--- src/rtl/moxie_fetch_queue.sv ---
// moxie_fetch_queue: instruction-fetch front end for the moxie decoder.
// Fetches 32-bit big-endian words into a byte queue and presents a 6-byte window
// (16-bit opcode + 32-bit immediate) at the queue head. The decoder consumes
// 2, 4 or 6 bytes at a time. A redirect flushes the queue and restarts fetch.
//
// Ports
//   clk_i, rst_ni           clock, asynchronous active-low reset
//   redir_i, redir_pc_i     restart fetch at redir_pc_i (even address)
//   mem_req_o, mem_addr_o   word read request / word-aligned address
//   mem_ack_i, mem_rdata_i  read completion and data ([31:24] = lowest byte)
//   valid_o                 full 6-byte window available
//   insn_o, data_o, pc_o    queue bytes 0..1, bytes 2..5, address of byte 0
//   consume_i, length_i     decoder accepts current instruction of length_i bytes
//   err_o                   sticky illegal-consume / odd-redirect flag
module moxie_fetch_queue #(
    parameter int unsigned QDEPTH   = 12,
    parameter logic [31:0] RESET_PC = 32'h0000_1000
) (
    input  logic        clk_i,
    input  logic        rst_ni,
    input  logic        redir_i,
    input  logic [31:0] redir_pc_i,
    output logic        mem_req_o,
    output logic [31:0] mem_addr_o,
    input  logic        mem_ack_i,
    input  logic [31:0] mem_rdata_i,
    output logic        valid_o,
    output logic [15:0] insn_o,
    output logic [31:0] data_o,
    output logic [31:0] pc_o,
    input  logic        consume_i,
    input  logic [2:0]  length_i,
    output logic        err_o
);

    localparam int unsigned CW  = $clog2(QDEPTH + 1);
    localparam int unsigned IW  = $clog2(QDEPTH);
    localparam int unsigned WIN = 6;
    localparam logic [CW-1:0] REQ_LIMIT = CW'(QDEPTH - 4);
    localparam logic [CW-1:0] WIN_BYTES = CW'(WIN);
    localparam logic [31:0]   RESET_FA  = {RESET_PC[31:2], 2'b00};

    // State
    logic [7:0]    q_q [QDEPTH];
    logic [7:0]    q_d [QDEPTH];
    logic [CW-1:0] count_q, count_d;
    logic [31:0]   pc_q, pc_d;
    logic [31:0]   fa_q, fa_d;
    logic          drop_first_q, drop_first_d;
    logic          discard_q, discard_d;
    logic          req_q, req_d;
    logic [31:0]   addr_q, addr_d;
    logic          err_q, err_d;

    // Combinational helpers
    logic          valid_c;
    logic          len_ok_c;
    logic          ack_take_c;
    logic [2:0]    shift_c;
    logic [CW-1:0] base_c;
    logic [7:0]    app_c [4];
    logic [2:0]    app_n_c;

    assign valid_c = (count_q >= WIN_BYTES);

    // Bytes to append from the returned word; a half-word-aligned start skips the upper half.
    always_comb begin
        len_ok_c = (length_i == 3'd2) || (length_i == 3'd4) || (length_i == 3'd6);
        if (drop_first_q) begin
            app_c[0] = mem_rdata_i[15:8];
            app_c[1] = mem_rdata_i[7:0];
            app_c[2] = 8'h00;
            app_c[3] = 8'h00;
            app_n_c  = 3'd2;
        end else begin
            app_c[0] = mem_rdata_i[31:24];
            app_c[1] = mem_rdata_i[23:16];
            app_c[2] = mem_rdata_i[15:8];
            app_c[3] = mem_rdata_i[7:0];
            app_n_c  = 3'd4;
        end
    end

    // Queue, pc and fetch-address update; redirect overrides consume and ack.
    always_comb begin
        q_d          = q_q;
        count_d      = count_q;
        pc_d         = pc_q;
        fa_d         = fa_q;
        drop_first_d = drop_first_q;
        discard_d    = discard_q;
        err_d        = err_q;
        shift_c      = 3'd0;
        base_c       = count_q;
        ack_take_c   = 1'b0;

        if (redir_i) begin
            for (int i = 0; i < QDEPTH; i++) begin
                q_d[i] = 8'h00;
            end
            count_d      = '0;
            pc_d         = {redir_pc_i[31:1], 1'b0};
            fa_d         = {redir_pc_i[31:2], 2'b00};
            drop_first_d = redir_pc_i[1];
            // An in-flight read keeps going but its data belongs to the old stream.
            discard_d    = req_q & ~mem_ack_i;
            if (redir_pc_i[0]) begin
                err_d = 1'b1;
            end
        end else begin
            if (consume_i) begin
                if (valid_c && len_ok_c) begin
                    shift_c = length_i;
                end else begin
                    err_d = 1'b1;
                end
            end

            if (req_q && mem_ack_i) begin
                discard_d = 1'b0;
            end
            ack_take_c = req_q & mem_ack_i & ~discard_q;

            // Shift head out; vacated slots read back as zero.
            for (int i = 0; i < QDEPTH; i++) begin
                q_d[i] = 8'h00;
                if (i + int'(shift_c) < int'(count_q)) begin
                    q_d[i] = q_q[IW'(i + int'(shift_c))];
                end
            end
            base_c  = count_q - CW'(shift_c);
            count_d = base_c;
            pc_d    = pc_q + 32'(shift_c);

            // Append lands right after the surviving bytes; space was reserved at request time.
            if (ack_take_c) begin
                for (int k = 0; k < 4; k++) begin
                    if (k < int'(app_n_c)) begin
                        q_d[IW'(int'(base_c) + k)] = app_c[k];
                    end
                end
                count_d      = base_c + CW'(app_n_c);
                fa_d         = fa_q + 32'd4;
                drop_first_d = 1'b0;
            end
        end
    end

    // Request control: hold until ack, otherwise issue whenever a full word fits.
    always_comb begin
        req_d  = req_q;
        addr_d = addr_q;
        if (!(req_q && !mem_ack_i)) begin
            req_d = (count_d <= REQ_LIMIT);
            if (req_d) begin
                addr_d = fa_d;
            end
        end
    end

    always_ff @(posedge clk_i or negedge rst_ni) begin
        if (!rst_ni) begin
            for (int i = 0; i < QDEPTH; i++) begin
                q_q[i] <= 8'h00;
            end
            count_q      <= '0;
            pc_q         <= RESET_PC;
            fa_q         <= RESET_FA;
            drop_first_q <= RESET_PC[1];
            discard_q    <= 1'b0;
            req_q        <= 1'b0;
            addr_q       <= RESET_FA;
            err_q        <= 1'b0;
        end else begin
            for (int i = 0; i < QDEPTH; i++) begin
                q_q[i] <= q_d[i];
            end
            count_q      <= count_d;
            pc_q         <= pc_d;
            fa_q         <= fa_d;
            drop_first_q <= drop_first_d;
            discard_q    <= discard_d;
            req_q        <= req_d;
            addr_q       <= addr_d;
            err_q        <= err_d;
        end
    end

    assign mem_req_o  = req_q;
    assign mem_addr_o = addr_q;
    assign valid_o    = valid_c;
    assign insn_o     = {q_q[0], q_q[1]};
    assign data_o     = {q_q[2], q_q[3], q_q[4], q_q[5]};
    assign pc_o       = pc_q;
    assign err_o      = err_q;

endmodule

--- config.mk ---
export PLATFORM = sky130hd
export DESIGN_NAME = moxie_fetch_queue
export DESIGN_NICKNAME = d
export VERILOG_FILES = /design/src/rtl/moxie_fetch_queue.sv
export SDC_FILE = /design/constraint.sdc
export NUM_CORES = 1
export LEC_CHECK = 0
export CAP_MARGIN = 30
export CORE_MARGIN = 2
export CORE_UTILIZATION = 26
export DETAILED_ROUTE_END_ITERATION = 8
export PLACE_DENSITY_LB_ADDON = 0.1
export SYNTH_ARGS = -nofsm -noshare
export SYNTH_HDL_FRONTEND = slang
export SYNTH_SLANG_ARGS = --single-unit
--- constraint.sdc ---
create_clock -name clk_i -period 4.8 [get_ports clk_i]
set_input_delay 0.96 -clock clk_i [delete_from_list [all_inputs] [get_ports clk_i]]
set_output_delay 0.96 -clock clk_i [all_outputs]
set_load 0.1 [all_outputs]
==> impl.org <==
** STA
- Timing would allow up to 0.230 GHz.
- Number of hold violations in the final report :: 0
- Final max-slew violation count :: 0
- For the pin with the worst max-slew slack, the measured transition is approximately 1.1 ns.
- Setup violations, final :: 0
- Setup total negative slack on the finished layout was measured at 0 ns.
- Setup repair after global routing left no endpoint under its margin.
- Measured against its own limit, the worst slew margin works out to roughly 28%.
- Post-layout min period :: 4.35 ns
- Worst path setup slack after routing :: roughly 0.45 ns
- The clock arrives with 0.0183 ns of skew.
- Share of the clock period used by the worst path :: 90.7%

** Global routing
- Maximum number of pins on one net before global-route repair :: 80
- Antenna violations before repair :: 2
- The first global-routing pass estimated around 110000 um of wire.
- For this run, the total global-route usage over all layers was measured as a little under a quarter.
- Overflow after GRT :: 0
- The number of global-route vias before repair was between 15000 and 20000.

** Critical path
- The critical path is of the input pin to flop type.
- STA puts the critical path data required time at roughly 5.2 ns.
- Counting cells, the worst reg-to-reg path comes to 13.
- Category of the worst setup path launch point :: input pin
- Data arrival, critical path :: about 4.8 ns
- The worst setup path is captured at a flop.
- The critical path ends at insn_o[13]$_DFF_PN0_.
- The worst register-to-register path has a setup slack of between 0.7 and 0.8 ns.
- Worst Path Max Fanout :: 8
- Setup crit start :: length_i[0]
- R2r startpoint :: count_q[1]$_DFF_PN0_
- The worst register-to-register path ends at insn_o[13]$_DFF_PN0_.

** Hold path
- The path class of the tightest hold or removal check is input pin to async pin.

** Layout
- Fill cells in the final layout number roughly 6300.
- Antenna fix cells :: 0
- Compared with the post-synthesis result, the final layout area differs by 23.9%.
- The net count of the finished layout is ~2000.
- Of the cells placed in the final design, the portion with a size suffix greater than 1 is 20.3%.
- Non-filler cells in the finished layout :: about 2700

** Synth
- Number of synthesized flops with an enable pin :: 0
- During synthesis, Yosys emitted a total of 0 warnings.
- Async set-or-reset flop fraction in the synthesized netlist :: 100%
- Of the total synthesized cell area, the portion taken by AND, OR, NAND and NOR gates is approximately 16%.
- Measured against the total synthesized area, the mux share comes to between 15 and 20%.
- In this run the cell area of the synthesized design comes to 16000 um2.
- Adder-Cell Fraction of Synth Area :: roughly 3.3%
- Synthesis instantiated between 100 and 150 different standard cells from the library.
- Post-synthesis sequential area ratio :: about 31%
- Complex-gate fraction of the synthesized area :: between 20 and 25%
- Synthesized area divided by synthesized cell count :: around 9.6 um2
- Number of instances in the synthesized netlist :: between 1500 and 2000
- The synthesized netlist devotes just under 4% of its cell area to XOR and XNOR gates.
- The most used flip-flop cell after synthesis is sky130_fd_sc_hd__dfrtp_1.
- After synthesis, the largest family of logic cells by area is compound AO/OA/AOI/OAI gates.
- Number of flip-flops and latches in the synthesized netlist :: 200

** Run status
- The flow ran to the end, and the final reports show no timing, DRC or antenna violations.

** Pwr
- Of the total power, combinational logic draws around two thirds.
- The share of total power dissipated in sequential elements is between 10% and 20%.
- The analysis attributes to net switching a power of about 6.9 mW.
- Clock network power share :: 12.8%
- Net switching share of the total power :: around 56%
- Maximum ir drop on the vdd rail :: about 0.00047 V
- The internal power of the cells totals between 5 and 6 mW.
- PD cells :: between 600 and 700 nW/um2
- The analysis attributes to cell leakage a power of 7.75 nW.

** Placement
- Inst Count DP :: around 2600
- Port buffering added 186 buffers.
- After legalization and detailed placement, the total HPWL measured about 54000 um.
- Routability-driven placement congestion ratio :: ~0.91
- Post-placement setup slack :: about 0.0011 ns

** Clocking
- CTS tree :: yes
- In this run the post-CTS setup repair buffer count came out at 0.
- Buffers inserted during clock tree synthesis total 17.
- Count of instances resized after the clock tree is built :: 0
- In this run, post-CTS hold repair placed 0 buffers.
- Cell at the root of the clock tree :: sky130_fd_sc_hd__clkbuf_16
- Counting every sink on the clock net gives 200.
- Source-to-sink clock delay at the later pin of the worst-skew pair :: slightly above 0.5 ns
- Worst-case clock buffer depth :: 2
- After clock tree synthesis, the clock-pin slew on the worst setup and hold paths is approximately 0.08 ns.
- H-tree level count :: 4

** Floorplanning
- Die outline width :: roughly 250 um
- Die extent in y :: 252 um
- Starting utilization of the core area :: a little over a quarter
- Cell Rows :: 91
- The floorplan step defined a core boundary enclosing 61400 um2.
- Area of the die :: roughly 64000 um2
- In this run the count of I/O pins placed on the die edge is between 150 and 200.

** Detailed routing
- In the final routing, the length of wire on met1 measures 31400 um.
- The pre-antenna-repair detailed-routing pass consisted of 5 iterations.
- Met3 Wirelength :: between 5000 and 6000 um
- Remaining routing DRC violations :: 0
- Number of antenna-violating nets in the routed design :: 0
- Aggregate routed wire length :: about 73000 um
- Mean routed wirelength per cell :: ~27 um
- Summed over all nets, wire length on met2 after detailed routing comes to about 34000 um.
- Highest routing layer actually used :: met5
- After the first detailed-routing iteration, the DRC count stood at 1307.
- In the routed layout, each cell is associated on average with a via count of roughly 5.8.
- For this block, the via count after detailed routing is approximately 15000.

** Job
- Max-cap violations :: 0
-- stage by stage --
step           power [mW]  utilization [%]  hold slack, ns  cell area (um2)
6_report             12.4             32.4           0.428            19900
5_1_grt              13.0             32.4           0.467            19900
4_1_cts              12.4             32.4           0.445            19900
3_5_place_dp         10.7             31.4           0.469            19300
3_3_place_gp         10.6             31.2           0.461            19100
2_1_floorplan        7.95                -           0.469            16000
-- power by group through the flow --
stage          clock network, mW  logic, mW  registers, mW
2_1_floorplan                  0       4.46           3.49
3_3_place_gp                   0       8.15           2.45
3_5_place_dp                   0       8.28           2.45
4_1_cts                     1.65       8.32           2.42
5_1_grt                     1.69       8.79           2.47
6_report                    1.58       8.39           2.42
-- area by class of cell --
cell class	instances	area, um2	share of cell area (%)
sequential	200	5010	25.2
inverter	37	140	0.706
timing repair buffer	335	3150	15.9
multi-input combinational	1270	9970	50.2
clock inverter	14	175	0.882
tap	790	988	4.98
clock buffer	18	429	2.16
-- critical path, cell delays in order --
cell and delay, ns:
sky130_fd_sc_hd__clkdlybuf4s50_1 0.45, sky130_fd_sc_hd__and3b_1 0.33, sky130_fd_sc_hd__nand2_1 0.12, sky130_fd_sc_hd__fa_1 0.48
sky130_fd_sc_hd__xor2_2 0.21, sky130_fd_sc_hd__inv_2 0.09, sky130_fd_sc_hd__ha_1 0.26, sky130_fd_sc_hd__a21oi_1 0.22
sky130_fd_sc_hd__xnor3_1 0.37, sky130_fd_sc_hd__o21ai_0 0.12, sky130_fd_sc_hd__a21oi_1 0.75, sky130_fd_sc_hd__a211oi_1 0.19
sky130_fd_sc_hd__buf_4 0.19
-- how the worst min path moves through the flow --
stage                          startpoint  slack [ns]  depth (start not counted)                         end
2_1_floorplan           fa_q[0]$_DFF_PN0_        0.47                          1           fa_q[0]$_DFF_PN0_
3_3_place_gp   mem_addr_o[20]$_DFFE_PN0P_        0.46                          2  mem_addr_o[20]$_DFFE_PN0P_
3_5_place_dp            err_o$_DFFE_PN0P_        0.47                          2           err_o$_DFFE_PN0P_
4_1_cts                            rst_ni        0.45                          1           q_q[17]$_DFF_PN0_
5_1_grt                            rst_ni        0.47                          1         data_o[4]$_DFF_PN0_
6_report                           rst_ni        0.43                          1           q_q[17]$_DFF_PN0_
-- sequential cells by signal, indices dropped and copies added, names as in the netlist --
name and cells:
discard_q 1, mem_req_o 1, mem_addr_o 32, q_q 48
err_o 1, pc_o 32, data_o 32, insn_o 16
fa_q 32, count_q 4, drop_first_q 1
-- Yosys cell counts, types with 10 or more instances --
cell	count	share of area, %
sky130_fd_sc_hd__xnor2_1	29	1.6
sky130_fd_sc_hd__clkbuf_1	63	1.5
sky130_fd_sc_hd__buf_2	29	0.91
sky130_fd_sc_hd__nor2b_1	11	0.43
sky130_fd_sc_hd__o22ai_1	28	1.1
sky130_fd_sc_hd__nor4_1	22	0.86
sky130_fd_sc_hd__xor2_1	30	1.6
sky130_fd_sc_hd__mux2i_1	73	4.6
sky130_fd_sc_hd__a31oi_1	10	0.39
sky130_fd_sc_hd__nand2_1	107	2.5
sky130_fd_sc_hd__a221oi_1	22	1.2
sky130_fd_sc_hd__buf_4	57	2.7
sky130_fd_sc_hd__dfrtp_1	197	31
sky130_fd_sc_hd__nor3_2	10	0.62
sky130_fd_sc_hd__a211oi_1	42	2.0
sky130_fd_sc_hd__nor2_1	103	2.4
sky130_fd_sc_hd__and2_1	17	0.66
sky130_fd_sc_hd__and3_1	34	1.3
sky130_fd_sc_hd__buf_1	13	0.30
sky130_fd_sc_hd__nand4_1	20	0.78
sky130_fd_sc_hd__a21oi_1	107	3.3
sky130_fd_sc_hd__inv_1	30	0.70
sky130_fd_sc_hd__a22oi_1	15	0.70
sky130_fd_sc_hd__mux2_2	82	5.8
sky130_fd_sc_hd__mux4_2	44	6.2
sky130_fd_sc_hd__a2bb2oi_1	13	0.71
sky130_fd_sc_hd__o21ai_0	31	0.97
sky130_fd_sc_hd__o221ai_1	21	1.1
sky130_fd_sc_hd__ha_1	37	2.9
sky130_fd_sc_hd__nor3_1	32	1.0
sky130_fd_sc_hd__o21ai_1	11	0.34
sky130_fd_sc_hd__nand2b_1	12	0.47
sky130_fd_sc_hd__o211ai_1	23	1.1
sky130_fd_sc_hd__o2bb2ai_1	10	0.55
sky130_fd_sc_hd__nand3_1	62	1.9
-- metal layers --
| metal | track usage, % | vias up |
|---|---|---|
| met5 | 0 | - |
| met4 | 9.40 | 4 |
| met3 | 4.39 | 142 |
| met2 | 36.9 | 710 |
| met1 | 30.0 | 7675 |
| li1 | - | 6788 |
-- kinds of logic (layout without fill, tap and decap cells) --
family	Yosys count	count (layout)
adder cells (fa/ha/maj)	40	40
multiplexers	203	203
other	2	7
buffers and inverters	206	404
flip-flops	200	200
AND/OR/NAND/NOR	493	493
AO/OA/AOI/OAI	463	463
XOR/XNOR	64	64
-- placed cells by master (no fill, tap or decap), drive strengths merged, types with 11 or more instances in the layout --
cell type,Yosys,final
nand2b,12,12
a211oi,42,42
mux2i,74,74
a31oi,13,13
buf,106,151
and3,35,35
mux4,44,44
o21ai,42,42
o211ai,24,24
o221ai,21,21
nor4,24,24
nor3,43,43
a2bb2oi,13,13
nand3,63,63
nor2,104,104
clkdlybuf4s50,0,184
nand2,109,109
and2,19,19
ha,37,37
a221oi,23,23
o22ai,28,28
nand4,21,21
a21oi,109,109
dfrtp,197,197
clkbuf,63,18
inv,36,44
nor2b,11,11
xnor2,29,29
xor2,31,31
a2111oi,23,23
a22oi,15,15
mux2,85,85
(Power assumes the default switching activity.)
